File: src/rtl/exe_pkg.sv
// Shared encodings for the multi-cycle execute stage: ALU opcodes, forward selects, multiplier FSM states.
package exe_pkg;

    localparam logic [2:0] ALU_SUB = 3'b000;
    localparam logic [2:0] ALU_MUL = 3'b001;
    localparam logic [2:0] ALU_OR  = 3'b010;
    localparam logic [2:0] ALU_SRL = 3'b011;
    localparam logic [2:0] ALU_AND = 3'b100;
    localparam logic [2:0] ALU_SLL = 3'b101;
    localparam logic [2:0] ALU_SRA = 3'b110;
    localparam logic [2:0] ALU_ADD = 3'b111;

    localparam logic [1:0] FWD_RF  = 2'b00;
    localparam logic [1:0] FWD_WB  = 2'b01;
    localparam logic [1:0] FWD_MEM = 2'b10;

    typedef enum logic [1:0] {
        ST_IDLE = 2'd0,
        ST_BUSY = 2'd1,
        ST_DONE = 2'd2
    } mul_state_t;

endpackage

File: src/rtl/exe_mul_iter.sv
// Iterative radix-2^MUL_BITS multiplier returning the low DATA_W bits of the product.
// Low product bits are identical for signed and unsigned operands, so an unsigned shift-add suffices.
module exe_mul_iter
    import exe_pkg::*;
#(
    parameter int unsigned DATA_W   = 32,
    parameter int unsigned MUL_BITS = 2
) (
    input  logic              clk,
    input  logic              rst,
    input  logic              i_start,
    input  logic              i_abort,
    input  logic [DATA_W-1:0] i_op_a,
    input  logic [DATA_W-1:0] i_op_b,
    output logic              o_busy,
    output logic              o_done,
    output logic [DATA_W-1:0] o_product
);

    localparam int unsigned N     = DATA_W / MUL_BITS;
    localparam int unsigned CNT_W = (N > 1) ? $clog2(N) : 1;

    mul_state_t        r_state, w_state_nxt;
    logic [DATA_W-1:0] r_a, r_b, r_acc;
    logic [DATA_W-1:0] w_a_nxt, w_b_nxt, w_acc_nxt;
    logic [DATA_W-1:0] w_digit;
    logic [CNT_W-1:0]  r_cnt, w_cnt_nxt;
    logic              r_busy, r_done;

    assign w_digit   = DATA_W'(r_b[MUL_BITS-1:0]);
    assign o_busy    = r_busy;
    assign o_done    = r_done;
    assign o_product = r_acc;

    // Next-state and datapath step: one MUL_BITS digit of B retired per BUSY cycle.
    always_comb begin
        w_state_nxt = r_state;
        w_a_nxt     = r_a;
        w_b_nxt     = r_b;
        w_acc_nxt   = r_acc;
        w_cnt_nxt   = r_cnt;
        case (r_state)
            ST_IDLE: begin
                if (i_start && !i_abort) begin
                    w_state_nxt = ST_BUSY;
                    w_a_nxt     = i_op_a;
                    w_b_nxt     = i_op_b;
                    w_acc_nxt   = '0;
                    w_cnt_nxt   = CNT_W'(N - 1);
                end
            end
            ST_BUSY: begin
                if (i_abort) begin
                    w_state_nxt = ST_IDLE;
                end else begin
                    w_acc_nxt = r_acc + (r_a * w_digit);
                    w_a_nxt   = r_a << MUL_BITS;
                    w_b_nxt   = r_b >> MUL_BITS;
                    if (r_cnt == '0) begin
                        w_state_nxt = ST_DONE;
                    end else begin
                        w_cnt_nxt = r_cnt - CNT_W'(1);
                    end
                end
            end
            default: w_state_nxt = ST_IDLE;
        endcase
    end

    always_ff @(posedge clk or negedge rst) begin
        if (!rst) begin
            r_state <= ST_IDLE;
            r_a     <= '0;
            r_b     <= '0;
            r_acc   <= '0;
            r_cnt   <= '0;
            r_busy  <= 1'b0;
            r_done  <= 1'b0;
        end else begin
            r_state <= w_state_nxt;
            r_a     <= w_a_nxt;
            r_b     <= w_b_nxt;
            r_acc   <= w_acc_nxt;
            r_cnt   <= w_cnt_nxt;
            r_busy  <= (w_state_nxt == ST_BUSY);
            r_done  <= (w_state_nxt == ST_DONE);
        end
    end

endmodule

File: src/rtl/execute_stage_mc.sv
// Execute stage: forwarding muxes, ALU, branch resolution, iterative multiply with stall, EX/MEM register.
module execute_stage_mc
    import exe_pkg::*;
#(
    parameter int unsigned DATA_W     = 32,
    parameter int unsigned REG_ADDR_W = 6,
    parameter int unsigned MUL_BITS   = 2
) (
    input  logic                  clk,
    input  logic                  rst,
    input  logic                  valid_e,
    input  logic                  flush_e,
    input  logic                  RegWriteE,
    input  logic                  MemWriteE,
    input  logic                  ResultSrcE,
    input  logic                  BranchE,
    input  logic                  ALUSrcE,
    input  logic [2:0]            ALUControlE,
    input  logic [DATA_W-1:0]     RD1_E,
    input  logic [DATA_W-1:0]     RD2_E,
    input  logic [DATA_W-1:0]     Imm_Ext_E,
    input  logic [DATA_W-1:0]     PCE,
    input  logic [DATA_W-1:0]     PCPlus4E,
    input  logic [REG_ADDR_W-1:0] RD_E,
    input  logic [DATA_W-1:0]     ResultW,
    input  logic [1:0]            ForwardA_E,
    input  logic [1:0]            ForwardB_E,
    output logic                  stall_e,
    output logic                  PCSrcE,
    output logic [DATA_W-1:0]     PCTargetE,
    output logic                  valid_m,
    output logic                  RegWriteM,
    output logic                  MemWriteM,
    output logic                  ResultSrcM,
    output logic [REG_ADDR_W-1:0] RD_M,
    output logic [DATA_W-1:0]     ALU_ResultM,
    output logic [DATA_W-1:0]     WriteDataM,
    output logic [DATA_W-1:0]     PCPlus4M
);

    localparam int unsigned SH_W = $clog2(DATA_W);

    logic [DATA_W-1:0] w_src_a, w_src_b, w_write_data;
    logic [DATA_W-1:0] w_alu_res, w_sub, w_result, w_product;
    logic [SH_W-1:0]   w_shamt;
    logic              w_live, w_issue, w_load;
    logic              w_mul_busy, w_mul_done;

    always_comb begin
        case (ForwardA_E)
            FWD_WB:  w_src_a = ResultW;
            FWD_MEM: w_src_a = ALU_ResultM;
            default: w_src_a = RD1_E;
        endcase
        case (ForwardB_E)
            FWD_WB:  w_write_data = ResultW;
            FWD_MEM: w_write_data = ALU_ResultM;
            default: w_write_data = RD2_E;
        endcase
    end

    assign w_src_b = ALUSrcE ? Imm_Ext_E : w_write_data;
    assign w_shamt = w_src_b[SH_W-1:0];
    assign w_sub   = w_src_a - w_src_b;

    always_comb begin
        case (ALUControlE)
            ALU_SUB: w_alu_res = w_sub;
            ALU_OR:  w_alu_res = w_src_a | w_src_b;
            ALU_SRL: w_alu_res = w_src_a >> w_shamt;
            ALU_AND: w_alu_res = w_src_a & w_src_b;
            ALU_SLL: w_alu_res = w_src_a << w_shamt;
            ALU_SRA: w_alu_res = DATA_W'($signed(w_src_a) >>> w_shamt);
            ALU_ADD: w_alu_res = w_src_a + w_src_b;
            default: w_alu_res = '0;
        endcase
    end

    exe_mul_iter #(
        .DATA_W   (DATA_W),
        .MUL_BITS (MUL_BITS)
    ) u_mul (
        .clk       (clk),
        .rst       (rst),
        .i_start   (w_issue),
        .i_abort   (flush_e),
        .i_op_a    (w_src_a),
        .i_op_b    (w_src_b),
        .o_busy    (w_mul_busy),
        .o_done    (w_mul_done),
        .o_product (w_product)
    );

    // DONE does not re-decode the op, so a held multiply cannot restart itself.
    assign w_live    = valid_e & ~flush_e;
    assign w_issue   = w_live & (ALUControlE == ALU_MUL) & ~w_mul_busy & ~w_mul_done;
    assign stall_e   = rst & (w_issue | w_mul_busy);
    assign PCSrcE    = rst & w_live & BranchE & (w_sub == '0) & ~w_mul_busy;
    assign PCTargetE = PCE + Imm_Ext_E;

    assign w_load   = w_mul_done ? ~flush_e
                                 : (~w_mul_busy & w_live & (ALUControlE != ALU_MUL));
    assign w_result = w_mul_done ? w_product : w_alu_res;

    // EX/MEM register: a bubble clears the valid/write strobes and holds the data fields.
    always_ff @(posedge clk or negedge rst) begin
        if (!rst) begin
            valid_m     <= 1'b0;
            RegWriteM   <= 1'b0;
            MemWriteM   <= 1'b0;
            ResultSrcM  <= 1'b0;
            RD_M        <= '0;
            ALU_ResultM <= '0;
            WriteDataM  <= '0;
            PCPlus4M    <= '0;
        end else begin
            valid_m   <= w_load;
            RegWriteM <= w_load & RegWriteE;
            MemWriteM <= w_load & MemWriteE;
            if (w_load) begin
                ResultSrcM  <= ResultSrcE;
                RD_M        <= RD_E;
                ALU_ResultM <= w_result;
                WriteDataM  <= w_write_data;
                PCPlus4M    <= PCPlus4E;
            end
        end
    end

endmodule

File: config.mk
export PLATFORM = sky130hd
export DESIGN_NAME = execute_stage_mc
export DESIGN_NICKNAME = d
export VERILOG_FILES = /design/src/rtl/exe_pkg.sv /design/src/rtl/exe_mul_iter.sv /design/src/rtl/execute_stage_mc.sv
export SDC_FILE = /design/constraint.sdc
export NUM_CORES = 1
export LEC_CHECK = 0
export ABC_CLOCK_PERIOD_IN_PS = 8400
export BUFFER_PORTS_ARGS = -buffer_cell sky130_fd_sc_hd__buf_2
export CAP_MARGIN = 20
export CORE_MARGIN = 5
export CORE_UTILIZATION = 50
export CTS_BUF_LIST = sky130_fd_sc_hd__clkbuf_4
export DETAILED_ROUTE_END_ITERATION = 10
export HOLD_SLACK_MARGIN = 0.1
export PLACE_DENSITY_LB_ADDON = 0.12
export REMOVE_ABC_BUFFERS = 1
export SLEW_MARGIN = 5
export SYNTH_ARGS = -nofsm -noshare
export SYNTH_HDL_FRONTEND = slang
export SYNTH_SLANG_ARGS = --single-unit
File: constraint.sdc
create_clock -name clk -period 8.4 [get_ports clk]
set_input_delay 1.68 -clock clk [delete_from_list [all_inputs] [get_ports clk]]
set_output_delay 1.68 -clock clk [all_outputs]
set_load 0.02 [all_outputs]
* After elaboration in Yosys (flattened, before gate mapping) *
Cells that the tools add are included.

word-level totals
  flip-flop bits (word level) = 210
  output and inout bits = 140
  word-level logic and storage cells = 93

operators by class
  add/sub/neg operators = 5
  $mul = 1
  eq/ne operators = 18
  shifts and indexed selects = 3
  mux-type cells = 23
  bitwise operators = 19
  reduce and logical (&&, ||, !) cells = 9

operators by type and width
  cell                  number
  $pmux W32 S2          5
  $mux W32              8
  $pmux W32 S7          1
  $add A32 B32 Y32      3
  $and A32 B32 Y32      1
  $logic_not A32 Y1     1
  $mul A32 B2 Y32       1
  $or A32 B32 Y32       1
  $shl A32 B5 Y32       1
  $shr A32 B5 Y32       1
  $sshr A32 B5 Y32      1
  $sub A32 B32 Y32      1
  $and A1 B1 Y1         13
  $eq A3 B3 Y1 const B  4
  $mux W4               3
  $eq A2 B1 Y1 const B  4
  $pmux W4 S2           1
  $eq A2 B2 Y1 const B  3
  $eq A3 B2 Y1 const B  2
  $mux W2               3
  $logic_not A4 Y1      1
  $ne A2 B2 Y1 const B  2
  $pmux W2 S2           1
  $reduce_and A4 Y1     1
  13 further kinds      15

* Longest topological paths before layout *
  depth after elaboration = 9
  gate-level depth with buffers = 23
  mapped depth without buffers = 18

* Cells and area by module *
From an unflattened synthesis, not the netlist that was laid out.

unflattened totals
  cells, all modules = 3,082
  area, all modules = 22,865.7 µm²

by module, submodules not included
  module            instances  cells an instance  area an instance (µm²)  sequential area each (µm²)
  execute_stage_mc  1          2,264              15,657.5                2,652.5
  exe_mul_iter      1          818                7,208.2                 2,602.5

* Worst setup path after synthesis *
OpenSTA, ideal clock, no wires.

  path type = input to output
  start point = in ForwardB_E[0]
  end point = out PCSrcE
  arrival = 6,175 ps
  data required time = 6,720 ps
  slack = 545 ps
  stages = 23
  path buffers = 5
  path through = inv_1 > ha_1 > buf_2 > a221o_1 > o211ai_1 > buf_4 > inv_4 > buf_6 > buf_6 > clkbuf_1 > ha_1 > inv_1 > fa_1 > a21oi_1 > o221ai_1 > a31oi_2 > o41ai_2 > a31oi_1 > a31oi_1 > a221oi_1 > xor2_1 > nor4b_2 > and4bb_1

on the way
  word-level cells in the longest chain between the ends = 7

RTL lines
  item                                          line                    text
  start: declaration                            execute_stage_mc.sv:27  input logic [1:0] ForwardB_E,
  $eq A2 B2 Y1 or $eq A2 B1 Y1 (tied branches)  execute_stage_mc.sv:55  case (ForwardB_E)
  $pmux W32 S2 (*)                              execute_stage_mc.sv:55
  $mux W32 (*)                                  execute_stage_mc.sv:62  assign w_src_b = ALUSrcE ? Imm_Ext_E : w_write_data;
  $sub A32 B32 Y32 (*)                          execute_stage_mc.sv:64  assign w_sub = w_src_a - w_src_b;
  $logic_not A32 Y1 (*)                         execute_stage_mc.sv:98  assign PCSrcE = rst & w_live & BranchE & (w_sub == '0) & ~w_mul_busy;
  $and A1 B1 Y1 (*) (2 in series)               execute_stage_mc.sv:98
  end: declaration                              execute_stage_mc.sv:29  output logic PCSrcE,

Every way passes the cells marked *; elsewhere a longest branch is shown, timed or not.

* Worst setup path in the final report *
Ends and elaborated chain as after synthesis.

==> flow_summary.ini <==
[synthesis]
synthCells = 3062
yosysSeqAreaShare_pct = 23.1
yosys_warnings = 0
syn-cell-area_um2 = 22800
synth_edf_count = 0
synth_seq_cells = 210
synth_flop_cell = dfrtp_1
syn_area_per_cell_um2 = 7.44
async_flop_share_pct = 100
post_synth_num_cell_types = 89

[floorplan]
die_area_um2 = 49900
dieHeight_um = 223
ioPinCount = 354
placeableCoreArea_um2 = 45200
chipWidth_um = 223
start_util_pct = 50.4
row_count = 78

[place]
hpwl_um = 84100
gp_congestion = 1.08
dp.cells = 3965
io_buffer_count = 353

[sta]
fin_tns_setup_ns = 0
fin_crit_sh_pct = 97.5
relSlewSlack_pct = 18.1
finClkSkew_ns = 0.0976
hold_ws_ns = 0.471
fmax_ghz = 0.122
finalHoldViolCount = 0
worstMarginPinSlew_ns = 1.22
min_period_ns = 8.19
slew_violations = 0
setup_violations = 0

[critical_path]
critPathArrivalTime_ns = 6.51
path_class = in -> out
cp.required_ns = 6.72
end_kind = output pin
crit_path_max_fanout = 18
startpoint_type = input port

[clock_network]
numCtsBuffers = 67
root_buffer = clkbuf_4
clock_sinks = 210
cts_tree = done
cts_max_path_buffers = 3
ctsHoldBuffers = 0
clk_pin_slew_ns = 0.05
post_cts_buffers = 0
cts-htree-levels = 3
worstSkewPairLatency_ns = 0.88

[grt]
first_global_vias = 25500
grt_pass1_wl_um = 160000
grt_max_degree = 125
antenna_found_initial = 4
gr-total-overflow = 0
track_usage_pct = 41.8

[routing]
via_per_inst = 6.53
postRouteAntennaNets = 0
drc_errors = 0
drtIter0Drc = 3962
post_drt_wl_per_cell_um = 26.7
num_vias = 26700
routed_wl_um = 109000
firstDrtPassIters = 6

[pwr]
p_leak_nw = 13.3
finalPower_w = 0.00600
peakVddDrop_mv = 0.193
power_density_nw_per_um2 = 225

[hold_path]
hp-class = reg -> reg

[cells_and_area]
drive_gt1_share_pct = 19.1
mostFrequentLayoutCells = nand2_1, buf_2, o21ai_0
layout_commonest_cell = nand2_1
nNetsFinal = 3846
area_growth_pct = 17.0
final_cells = 4086

[flow_run]
drv_cap = 0

[outcome]
status = completed
==> area by class of cell <==
type / count / area, um2
flip-flops and latches: 210 / 5260
multi-input cells: 2445 / 16000
inverters: 209 / 787
clock buffers: 89 / 668
well taps: 600 / 751
diodes: 5 / 12.5
repair buffers: 502 / 2980
clock inverters: 26 / 183
fillers: 4166 / 18500
==> through the flow <==
stage          worst slack (ns)  area [um2]  util (%)
2_1_floorplan             -1.81       22000         -
3_3_place_gp             0.0878       25700      56.9
3_5_place_dp             -0.110       25700      56.9
4_1_cts                  0.0401       26600      58.8
5_1_grt                 -0.0144       26600      59.0
6_report                  0.208       26700      59.0
==> sequential cells by signal (all words and copies together) (netlist names), 2 cells and up <==
register	cells
u_mul.r_b	32
u_mul.r_state	2
WriteDataM	32
ALU_ResultM	32
RD_M	6
PCPlus4M	32
u_mul.r_cnt	4
u_mul.o_product	32
u_mul.r_a	32
==> metal layers <==
layer  vias up  part of all wire, %  routed length (um)  global-route usage (%)
met2      1852                   44               47500                    64.4
met5         -                0.012                  13                       0
met4         2                  5.3                5840                    18.9
met1     12800                   39               42900                    56.4
li1      11700                    -                   -                       -
met3       367                   12               13000                    8.93
==> cells in the mapped netlist, types with 43 or more instances <==
master,number,share of area [%]
dfrtp_1,210,23
a31oi_1,43,1.2
a21oi_1,211,4.6
nand2_1,557,9.2
nor2_1,176,2.9
clkbuf_1,140,2.3
inv_1,202,3.3
ha_1,163,9.0
nand3_1,56,1.2
o21ai_0,315,6.9
a22oi_1,49,1.6
mux2i_1,161,7.1
xnor2_1,62,2.4
a21o_1,45,1.5
==> critical path: stages <==
cell	delay [ns]
buf_2	0.10
inv_1	0.04
ha_1	0.32
buf_12	0.17
inv_1	0.11
buf_12	0.16
o21ai_0	0.13
o21ai_1	0.19
inv_1	0.09
ha_2	0.39
inv_1	0.12
a222oi_1	0.46
and3b_1	0.24
o2111ai_2	0.19
nor4_2	0.30
nand4_1	0.14
or4_1	0.63
nor4_4	0.34
nor4b_2	0.23
and4bb_1	0.25
buf_2	0.18
==> final timing paths <==
kind / from / end / slack [ns] / depth (start not counted)
max: ForwardB_E[0] / PCSrcE / 0.21 / 21
min: PCPlus4M[2] / PCPlus4M[2] / 0.47 / 2
max reg2reg: ALU_ResultM[0] / ALU_ResultM[22] / 2.73 / 16
min reg2reg: PCPlus4M[2] / PCPlus4M[2] / 0.47 / 2
max in group asynchronous: rst / WriteDataM[10] / 6.50 / 2
min in group asynchronous: rst / u_mul.r_b[19] / 0.71 / 1
==> power by group <==
| group | switching (W) | internal, W | leakage (nW) |
|---|---|---|---|
| sequential | 0.000304 | 0.00128 | 2.65 |
| clock | 0.000539 | 0.000560 | 0.504 |
| combinational | 0.00217 | 0.00115 | 10.1 |
| total | 0.00301 | 0.00298 | 13.3 |
==> cell families (layout without fill, tap and decap cells) <==
logic type | count (synthesis) | after routing | synth area share, %
AO/OA/AOI/OAI | 1015 | 1015 | 28.4
XOR/XNOR | 94 | 94 | 3.62
buffers and inverters | 407 | 826 | 7.02
multiplexers | 169 | 169 | 7.47
flip-flops | 210 | 210 | 23.1
other | 0 | 5 | 0
AND/OR/NAND/NOR | 970 | 970 | 18.4
adder cells (fa/ha/maj) | 197 | 197 | 11.9
==> timing repair <==
action | 4_1_cts | 5_1_grt
setup endpoints to repair | 1 | 1
pin swaps | 0 | 1
gates resized for setup | 1 | 12
Note: power is estimated with default switching activity, not from simulation.
